`src/rtl/dma_multi_ch.sv`:
```
// dma_multi_ch: multi-channel word-copy DMA with round-robin engine; define DMA_IRQ_EN for per-channel irq_en and irq output
module dma_multi_ch #(
    parameter int NUM_CH = 2,
    parameter int ADDR_W = 32,
    parameter int LEN_W = 16
) (
    input  logic              clk,
    input  logic              rst_n,
    input  logic              cfg_we,
    input  logic              cfg_re,
    input  logic [7:0]        cfg_addr,
    input  logic [31:0]       cfg_wdata,
    output logic [31:0]       cfg_rdata,
    output logic              m_req,
    output logic              m_we,
    output logic [ADDR_W-1:0] m_addr,
    output logic [31:0]       m_wdata,
    input  logic [31:0]       m_rdata,
    input  logic              m_ready,
    output logic              busy,
    output logic              irq
);
    localparam int CW = NUM_CH > 1 ? $clog2(NUM_CH) : 1;
    typedef enum logic [1:0] {IDLE, READ, WRITE} state_t;
    state_t state, state_nxt;
    logic [ADDR_W-1:0] src [NUM_CH];
    logic [ADDR_W-1:0] dst [NUM_CH];
    logic [LEN_W-1:0]  len [NUM_CH];
    logic [NUM_CH-1:0] busy_r, done_r, ien_r;
    logic [CW-1:0]     cur, last, grant, idx, wch;
    logic [31:0]       data_q;
    logic [LEN_W-1:0]  rem_nxt;
    logic              ch_ok, ctrl_we, start, wr_done;

    assign wch = cfg_addr[4 +: CW];
    assign ch_ok = {1'b0, cfg_addr[7:4]} < 5'(NUM_CH);
    assign ctrl_we = cfg_we && ch_ok && cfg_addr[3:2] == 2'd3;
    assign start = ctrl_we && cfg_wdata[0] && !busy_r[wch];
    assign rem_nxt = len[cur] - LEN_W'(4);
    assign wr_done = state == WRITE && m_ready;
    assign busy = |busy_r;
    assign irq = |(done_r & ien_r);
    assign m_req = state != IDLE;
    assign m_we = state == WRITE;
    assign m_addr = state == READ ? src[cur] : state == WRITE ? dst[cur] : '0;
    assign m_wdata = state == WRITE ? data_q : '0;

    // round-robin: nearest busy channel after the last served one wins
    always_comb begin
        grant = last;
        idx = '0;
        for (int i = NUM_CH; i >= 1; i--) begin
            idx = CW'((int'(last) + i) % NUM_CH);
            if (busy_r[idx]) grant = idx;
        end
    end

    // engine next state: one word per IDLE -> READ -> WRITE pass
    always_comb begin
        state_nxt = state;
        case (state)
            IDLE:    state_nxt = busy ? READ : IDLE;
            READ:    state_nxt = m_ready ? WRITE : READ;
            WRITE:   state_nxt = m_ready ? IDLE : WRITE;
            default: state_nxt = IDLE;
        endcase
    end

    // engine state, granted channel and latched read word
    always_ff @(posedge clk) begin
        if (!rst_n) begin
            state <= IDLE;
            cur <= '0;
            last <= CW'(NUM_CH - 1);
            data_q <= '0;
        end else begin
            state <= state_nxt;
            if (state == IDLE && busy) begin
                cur <= grant;
                last <= grant;
            end
            if (state == READ && m_ready) data_q <= m_rdata;
        end
    end

    // channel registers; later assignments win, so engine done beats W1C
    always_ff @(posedge clk) begin
        if (!rst_n) begin
            for (int i = 0; i < NUM_CH; i++) begin
                src[i] <= '0;
                dst[i] <= '0;
                len[i] <= '0;
            end
            busy_r <= '0;
            done_r <= '0;
        end else begin
            if (cfg_we && ch_ok && !busy_r[wch]) begin
                case (cfg_addr[3:2])
                    2'd0:    src[wch] <= ADDR_W'(cfg_wdata);
                    2'd1:    dst[wch] <= ADDR_W'(cfg_wdata);
                    2'd2:    len[wch] <= LEN_W'(cfg_wdata);
                    default: ;
                endcase
            end
            if (ctrl_we && cfg_wdata[2]) done_r[wch] <= 1'b0;
            if (start) begin
                len[wch] <= {len[wch][LEN_W-1:2], 2'b00};
                busy_r[wch] <= |len[wch][LEN_W-1:2];
                done_r[wch] <= ~|len[wch][LEN_W-1:2];
            end
            if (wr_done) begin
                src[cur] <= src[cur] + ADDR_W'(4);
                dst[cur] <= dst[cur] + ADDR_W'(4);
                len[cur] <= rem_nxt;
                if (rem_nxt == '0) begin
                    busy_r[cur] <= 1'b0;
                    done_r[cur] <= 1'b1;
                end
            end
        end
    end

`ifdef DMA_IRQ_EN
    // irq_en is writable at any time, even while the channel is busy
    always_ff @(posedge clk) begin
        if (!rst_n) ien_r <= '0;
        else if (ctrl_we) ien_r[wch] <= cfg_wdata[1];
    end
`else
    assign ien_r = '0;
`endif

    // combinational register read; unimplemented channels read 0
    always_comb begin
        cfg_rdata = '0;
        if (cfg_re && ch_ok) begin
            case (cfg_addr[3:2])
                2'd0:    cfg_rdata = 32'(src[wch]);
                2'd1:    cfg_rdata = 32'(dst[wch]);
                2'd2:    cfg_rdata = 32'(len[wch]);
                default: cfg_rdata = {29'b0, ien_r[wch], done_r[wch], busy_r[wch]};
            endcase
        end
    end
endmodule

```
`config.mk`:
```
export PLATFORM = sky130hd
export DESIGN_NAME = dma_multi_ch
export DESIGN_NICKNAME = d
export VERILOG_FILES = /design/src/rtl/dma_multi_ch.sv
export SDC_FILE = /design/constraint.sdc
export NUM_CORES = 1
export LEC_CHECK = 0
export CAP_MARGIN = 20
export CELL_PAD_IN_SITES_DETAIL_PLACEMENT = 1
export CELL_PAD_IN_SITES_GLOBAL_PLACEMENT = 1
export CORE_MARGIN = 2
export CORE_UTILIZATION = 51
export DETAILED_ROUTE_END_ITERATION = 16
export DONT_BUFFER_PORTS = 1
export PLACE_DENSITY_LB_ADDON = 0.1
export RECOVER_POWER = 100
export SETUP_SLACK_MARGIN = 0.05
export SYNTH_ARGS = -nofsm -noshare
export SYNTH_HDL_FRONTEND = slang
export SYNTH_SLANG_ARGS = --single-unit
```
`constraint.sdc`:
```
create_clock -name clk -period 6.1 [get_ports clk]
set_input_delay 1.525 -clock clk [delete_from_list [all_inputs] [get_ports clk]]
set_output_delay 1.525 -clock clk [all_outputs]
set_load 0.05 [all_outputs]
```
-- Yosys cells after proc, flatten, opt, wreduce, memory -nomap -nowiden
Memory sizes are Yosys's and may differ from the RTL's. A register that Yosys moved wholly into a read port is not among the register bits.
Index checks and enable logic that the tools add are counted.
- reduce and logical (&&, ||, !) cells: 26
- add/subtract/negate cells: 5
- multiplexer cells: 80
- eq/ne operators: 5
- bitwise logic cells: 6
- $lt $le $gt $ge: 7
- operator list (operator ; count):
    $mux 32 ; 8
    $reduce_or 32->1 ; 4
    $pmux 32 s3 ; 1
    $add 32x3->32 const B ; 2
    $mux 1 ; 51
    $mux 16 ; 3
    $reduce_or 16->1 ; 2
    $mux 2 ; 12
    $logic_not 16->1 ; 1
    $sub 16x3->16 const B ; 1
    $reduce_or 14->1 ; 1
    $logic_and 1x1->1 ; 12
    $lt 1x2->1 const B ; 4
    $eq 2x2->1 const B ; 3
    $pmux 2 s3 ; 1
    $and 2x2->2 ; 2
    $bwmux 2 ; 2
    $eq 2x1->1 const B ; 2
    $logic_not 2->1 ; 2
    $lt 4x2->1 const B ; 1
    $not 2->2 ; 2
    $add 1x1->1 const B ; 2
    $demux 1 s1 ; 2
    $ge 1x1->1 const B ; 2
    other kinds (5) ; 6
- input port bits: 77
- output and inout bits: 100
- bits in writable memories: 160
- register bits after elaboration: 40
- memories kept: 3
- logic and storage cells: 138
- memory list (name ; depth ; width ; rd ports ; clocked after Yosys merged registers in ; wr ports ; line ; text):
    dst ; 2 ; 32 ; 2 ; 1 ; 2 ; 27 ; logic [ADDR_W-1:0] dst [NUM_CH];
    src ; 2 ; 32 ; 2 ; 1 ; 2 ; 26 ; logic [ADDR_W-1:0] src [NUM_CH];
    len ; 2 ; 16 ; 2 ; 1 ; 2 ; 28 ; logic [LEN_W-1:0] len [NUM_CH];

-- Depth between registers and ports, before layout
- depth in word-level cells: 14
- mapped depth: 15
- gate-level depth less buffers: 9

-- Worst setup path before layout
OpenSTA, ideal clock, no wires.
- path type: input to output
- from: input port cfg_addr[4]
- to: output port cfg_rdata[0]
- buffers on the path: 4
- path slack: 0.678 ns
- stages on the path: 6
- data required time: 4.575 ns
- arrival: 3.897 ns
- cell sequence: buf_2 > buf_2 > clkbuf_1 > buf_1 > a21oi_1 > nor3_1
- word-level cells in the longest chain between the ends: 4
- elaborated cells between the ends (all ways): 9
- those cells by class: order compare: 1; mux: 4; reduce/logical: 1; memory: 3
- ends and longest elaborated chain (element ; line ; text):
    start: declaration ; 11 ; input logic [7:0] cfg_addr,
    $mux 1 (not written as such) (2 in a row) ; 141 ; default: cfg_rdata = {29'b0, ien_r[wch], done_r[wch], busy_r[wch]};
    $pmux 32 s3 ; 137 ; case (cfg_addr[3:2])
    $mux 32 * ; 136 ; if (cfg_re && ch_ok) begin
    end: declaration ; 13 ; output logic [31:0] cfg_rdata,
Mark *: on every way between the ends. The rest lies on a longest branch, timed or not. The select of a mux whose other input is x is not followed.

==> results.md <==
* Run status: finished with violations
* Violated checks: capacitance limit, slew limit
* Fin. Hold Viols at 0
* Post-synth top area cell: edfxtp_1
* Compound-Gate Fraction of Synth Area at 0.188
* Largest family of logic cells by synthesized area: compound AO/OA/AOI/OAI gates
* Async SR Flop Fraction at 0
* Root Buffer: clkbuf_16
* Critical Path RT at 4580 ps
* Die Y-Extent at 162 um
* Antenna diodes at 0
* Mapped Avg Cell Area at 10.5 um^2
* Post-synthesis adder-cell area fraction at 0.00394
* #FFs+latches synth at around 200
* Post-synth EDFFs at 160
* Final core utilization at 0.565
* Global-route wire length before repair at 65000 um
* R2R Setup Slk at a little under 800 ps
* Worst-margin pin slew at 2430 ps
* Setup crit end kind: output port
* Post-route ant nets at 0
* Leak at 4.44 nW
* Total setup buffers inserted after CTS at 0
* # rows at 57
* Drt total wl at 42800 um
* Max_cap viols at 13
* CTS buffer count at 24
* Hold-fix buffers, CTS at 0
* Die ar. at approximately 26000 um^2
* WL/cell at 27.8 um
* Pwr Density at 231 nW/um^2
* Initial antenna violation count at 0
* Initial DRC count at approximately 840
* Ratio of cells with drive above 1 in the final layout at 0.0871
* Post-layout nets at between 1000 and 1500
* Final Max Tran Viols at 328
* Post-Syn Instances at 1205
* Hold wc startpoint: data_q[29]$_SDFFE_PN0P_
* Vias in the first global route at 11200
* Critical Path Fanout Max at 56
* IO Pins at between 150 and 200
* Unrepaired setup endpoints after global routing: false
* Via count at 10400
* HPWL after DPL at 28100 um
* Die W at 162 um
* GR Overflow Total at 0
* Drt pass-1 iters at 7
* Core area at around 24000 um^2
* CP Class: reg -> out
* Multiplexer area fraction after synthesis at 0.140
* Max rail drop VDD at 0.000168 V
* Final min period at 5360 ps
* Clk sink count at ~200
* Via/cell ratio at 6.75
* FF-to-FF Start: state[0]$_SDFF_PN0_
* Type of the most critical hold path: reg -> reg
* CTS tree: done
* Routability Congestion at 0.833
* Post-synthesis xor/xnor area fraction at 0.0469
* Setup TNS Final at 0 ps
* Area share of the largest cell type after synthesis at 0.378
* Slew margin rel. at -0.621
* Layout Skew at ~12 ps
* Post_cts resized at 0
* R2r endpoint: dst[1][2]$_DFFE_PP_
* Post-Synthesis Cell Area at 12700 um^2
* Clock buffer depth at 3
* Area delta synth->final at 8.51%
* Reg2reg path depth at 8
* Initial core utilization at 0.521
* GRT Util Overall at 0.322
* Largest net degree at the start of global routing at 69
* Yosys cell types at 69
* Post-route DRC violation count at 0
* Clock-pin slew of the registers on the worst-case setup and hold paths at 60 ps
* Ys Warns at 0
* Post-Synth Simple-Gate Area at 0.145
* Hold path depth at 2
* Syn nets at 1286
* Top cells by area, synth: edfxtp_1 38%, mux2i_1 8.1%, a22o_1 7.7%
* WHS Endpoint: data_q[29]$_SDFFE_PN0P_
* Ys flop type: edfxtp_1
* Sequential share of the synthesized area at 0.443
* Port Buffer Count at 0
* FMAX at between 150 and 200 MHz
* WP data arrival at 3830 ps
* Tcrit/Tclk final at 0.878
* Count of final setup violators at 0
* Clk_lat worst skew at 520 ps
* Worst setup SP type: register
* H-Tree Depth at 1
-- cells in the final DEF (no fill, tap or decap), types with 16 or more instances in the layout --
master | synthesis | layout
mux2i_1 | 103 | 103
xor2_1 | 16 | 16
a22oi_1 | 16 | 16
nand2_1 | 123 | 123
edfxtp_1 | 160 | 160
a22o_1 | 112 | 112
o21ai_0 | 32 | 29
dfxtp_1 | 41 | 40
and2_0 | 0 | 34
xnor2_1 | 52 | 52
nor3_1 | 21 | 20
a21oi_1 | 52 | 52
clkbuf_16 | 0 | 25
o22ai_1 | 64 | 64
mux4_2 | 23 | 23
mux2_2 | 20 | 19
nand3_1 | 21 | 21
nor2_1 | 52 | 51
clkbuf_1 | 65 | 57
nor2b_1 | 20 | 20
-- layer usage --
layer	GRT usage	vias up	wire length (um)
li1	-	4641	-
met1	0.413	5251	17400
met2	0.551	424	20900
met3	0.0633	83	3340
met4	0.103	0	1210
met5	0	-	0
-- power breakdown --
part / switching, mW / total, mW / leakage, nW / internal (mW)
clock: 0.571 / 1.39 / 0.369 / 0.820
sequential: 0.0346 / 1.56 / 1.99 / 1.52
combinational: 0.157 / 0.246 / 2.08 / 0.0888
total: 0.763 / 3.19 / 4.44 / 2.43
-- critical path: stages, from the launching register on --
cell and delay (ps):
dfxtp_4 850, clkbuf_1 1040, mux2i_1 410, o22ai_1 1000
-- worst max path at each step --
stage | from | to | slack, ps | cells past startpoint
after CTS | cfg_addr[3] | cfg_rdata[1] | 690 | 7
after floorplan | cfg_addr[4] | cfg_rdata[0] | 680 | 6
after detailed placement | cfg_addr[3] | cfg_rdata[1] | 740 | 7
after global placement | cfg_addr[3] | cfg_rdata[1] | 870 | 7
after global routing | state[0]$_SDFF_PN0_ | dst[1][2]$_DFFE_PP_ | 510 | 8
final | register | m_addr[27] | 740 | 3
-- cells in the mapped netlist (7+ instances only) --
master,n
mux2i_1,103
a211oi_1,7
inv_1,13
clkbuf_1,65
nand2b_1,9
buf_2,16
nor4_1,15
xor2_1,16
dfxtp_1,41
and2_1,39
a21oi_1,52
nor2b_1,20
xnor2_1,52
a22oi_1,16
edfxtp_1,160
o22ai_1,64
nand2_1,123
mux2_2,20
o22a_1,7
nor2_1,52
nor3_1,21
a22o_1,112
mux4_2,23
nand3_1,21
nand3b_1,14
o21ai_0,32
-- cells by family after synthesis --
| family | count (synthesis) |
|---|---|
| AOI/OAI and AO/OA | 328 |
| xor gates and xnor gates | 68 |
| adders and majority gates | 4 |
| buffers and inverters | 104 |
| DFF | 201 |
| muxes | 146 |
| other | 1 |
| and+or+nand+nor | 353 |
-- registers in the layout, summed over array words and instances (netlist names), named ones only --
register / count
data_q: 32
last: 1
cur: 1
len: 32
src: 64
dst: 64
busy_r: 2
state: 2
done_r: 2
-- layout make-up --
class / instances / area, um^2
Sequential cell: 201 / 5630
Clock inverter: 7 / 57.6
Clock buffer: 36 / 691
Inverter: 13 / 48.8
Timing Repair Buffer: 60 / 282
Tap cell: 324 / 405
Fill cell: 2667 / 10600
Multi-Input combinational cell: 900 / 6680
-- per-stage QoR --
stage / worst slack [ps] / hold WS [ps] / power [mW] / cells / area, um^2
2_1_floorplan: 678 / 432 / 1.76 / 1205 / 12700
4_1_cts: 689 / 452 / 3.20 / 1539 / 14000
6_report: 745 / 448 / 3.19 / 1541 / 13800
5_1_grt: 505 / 471 / 3.27 / 1541 / 13800
3_5_place_dp: 743 / 444 / 1.83 / 1496 / 13300
3_3_place_gp: 865 / 438 / 1.82 / 1494 / 13200
No activity file was read; power rests on OpenSTA's default activity.
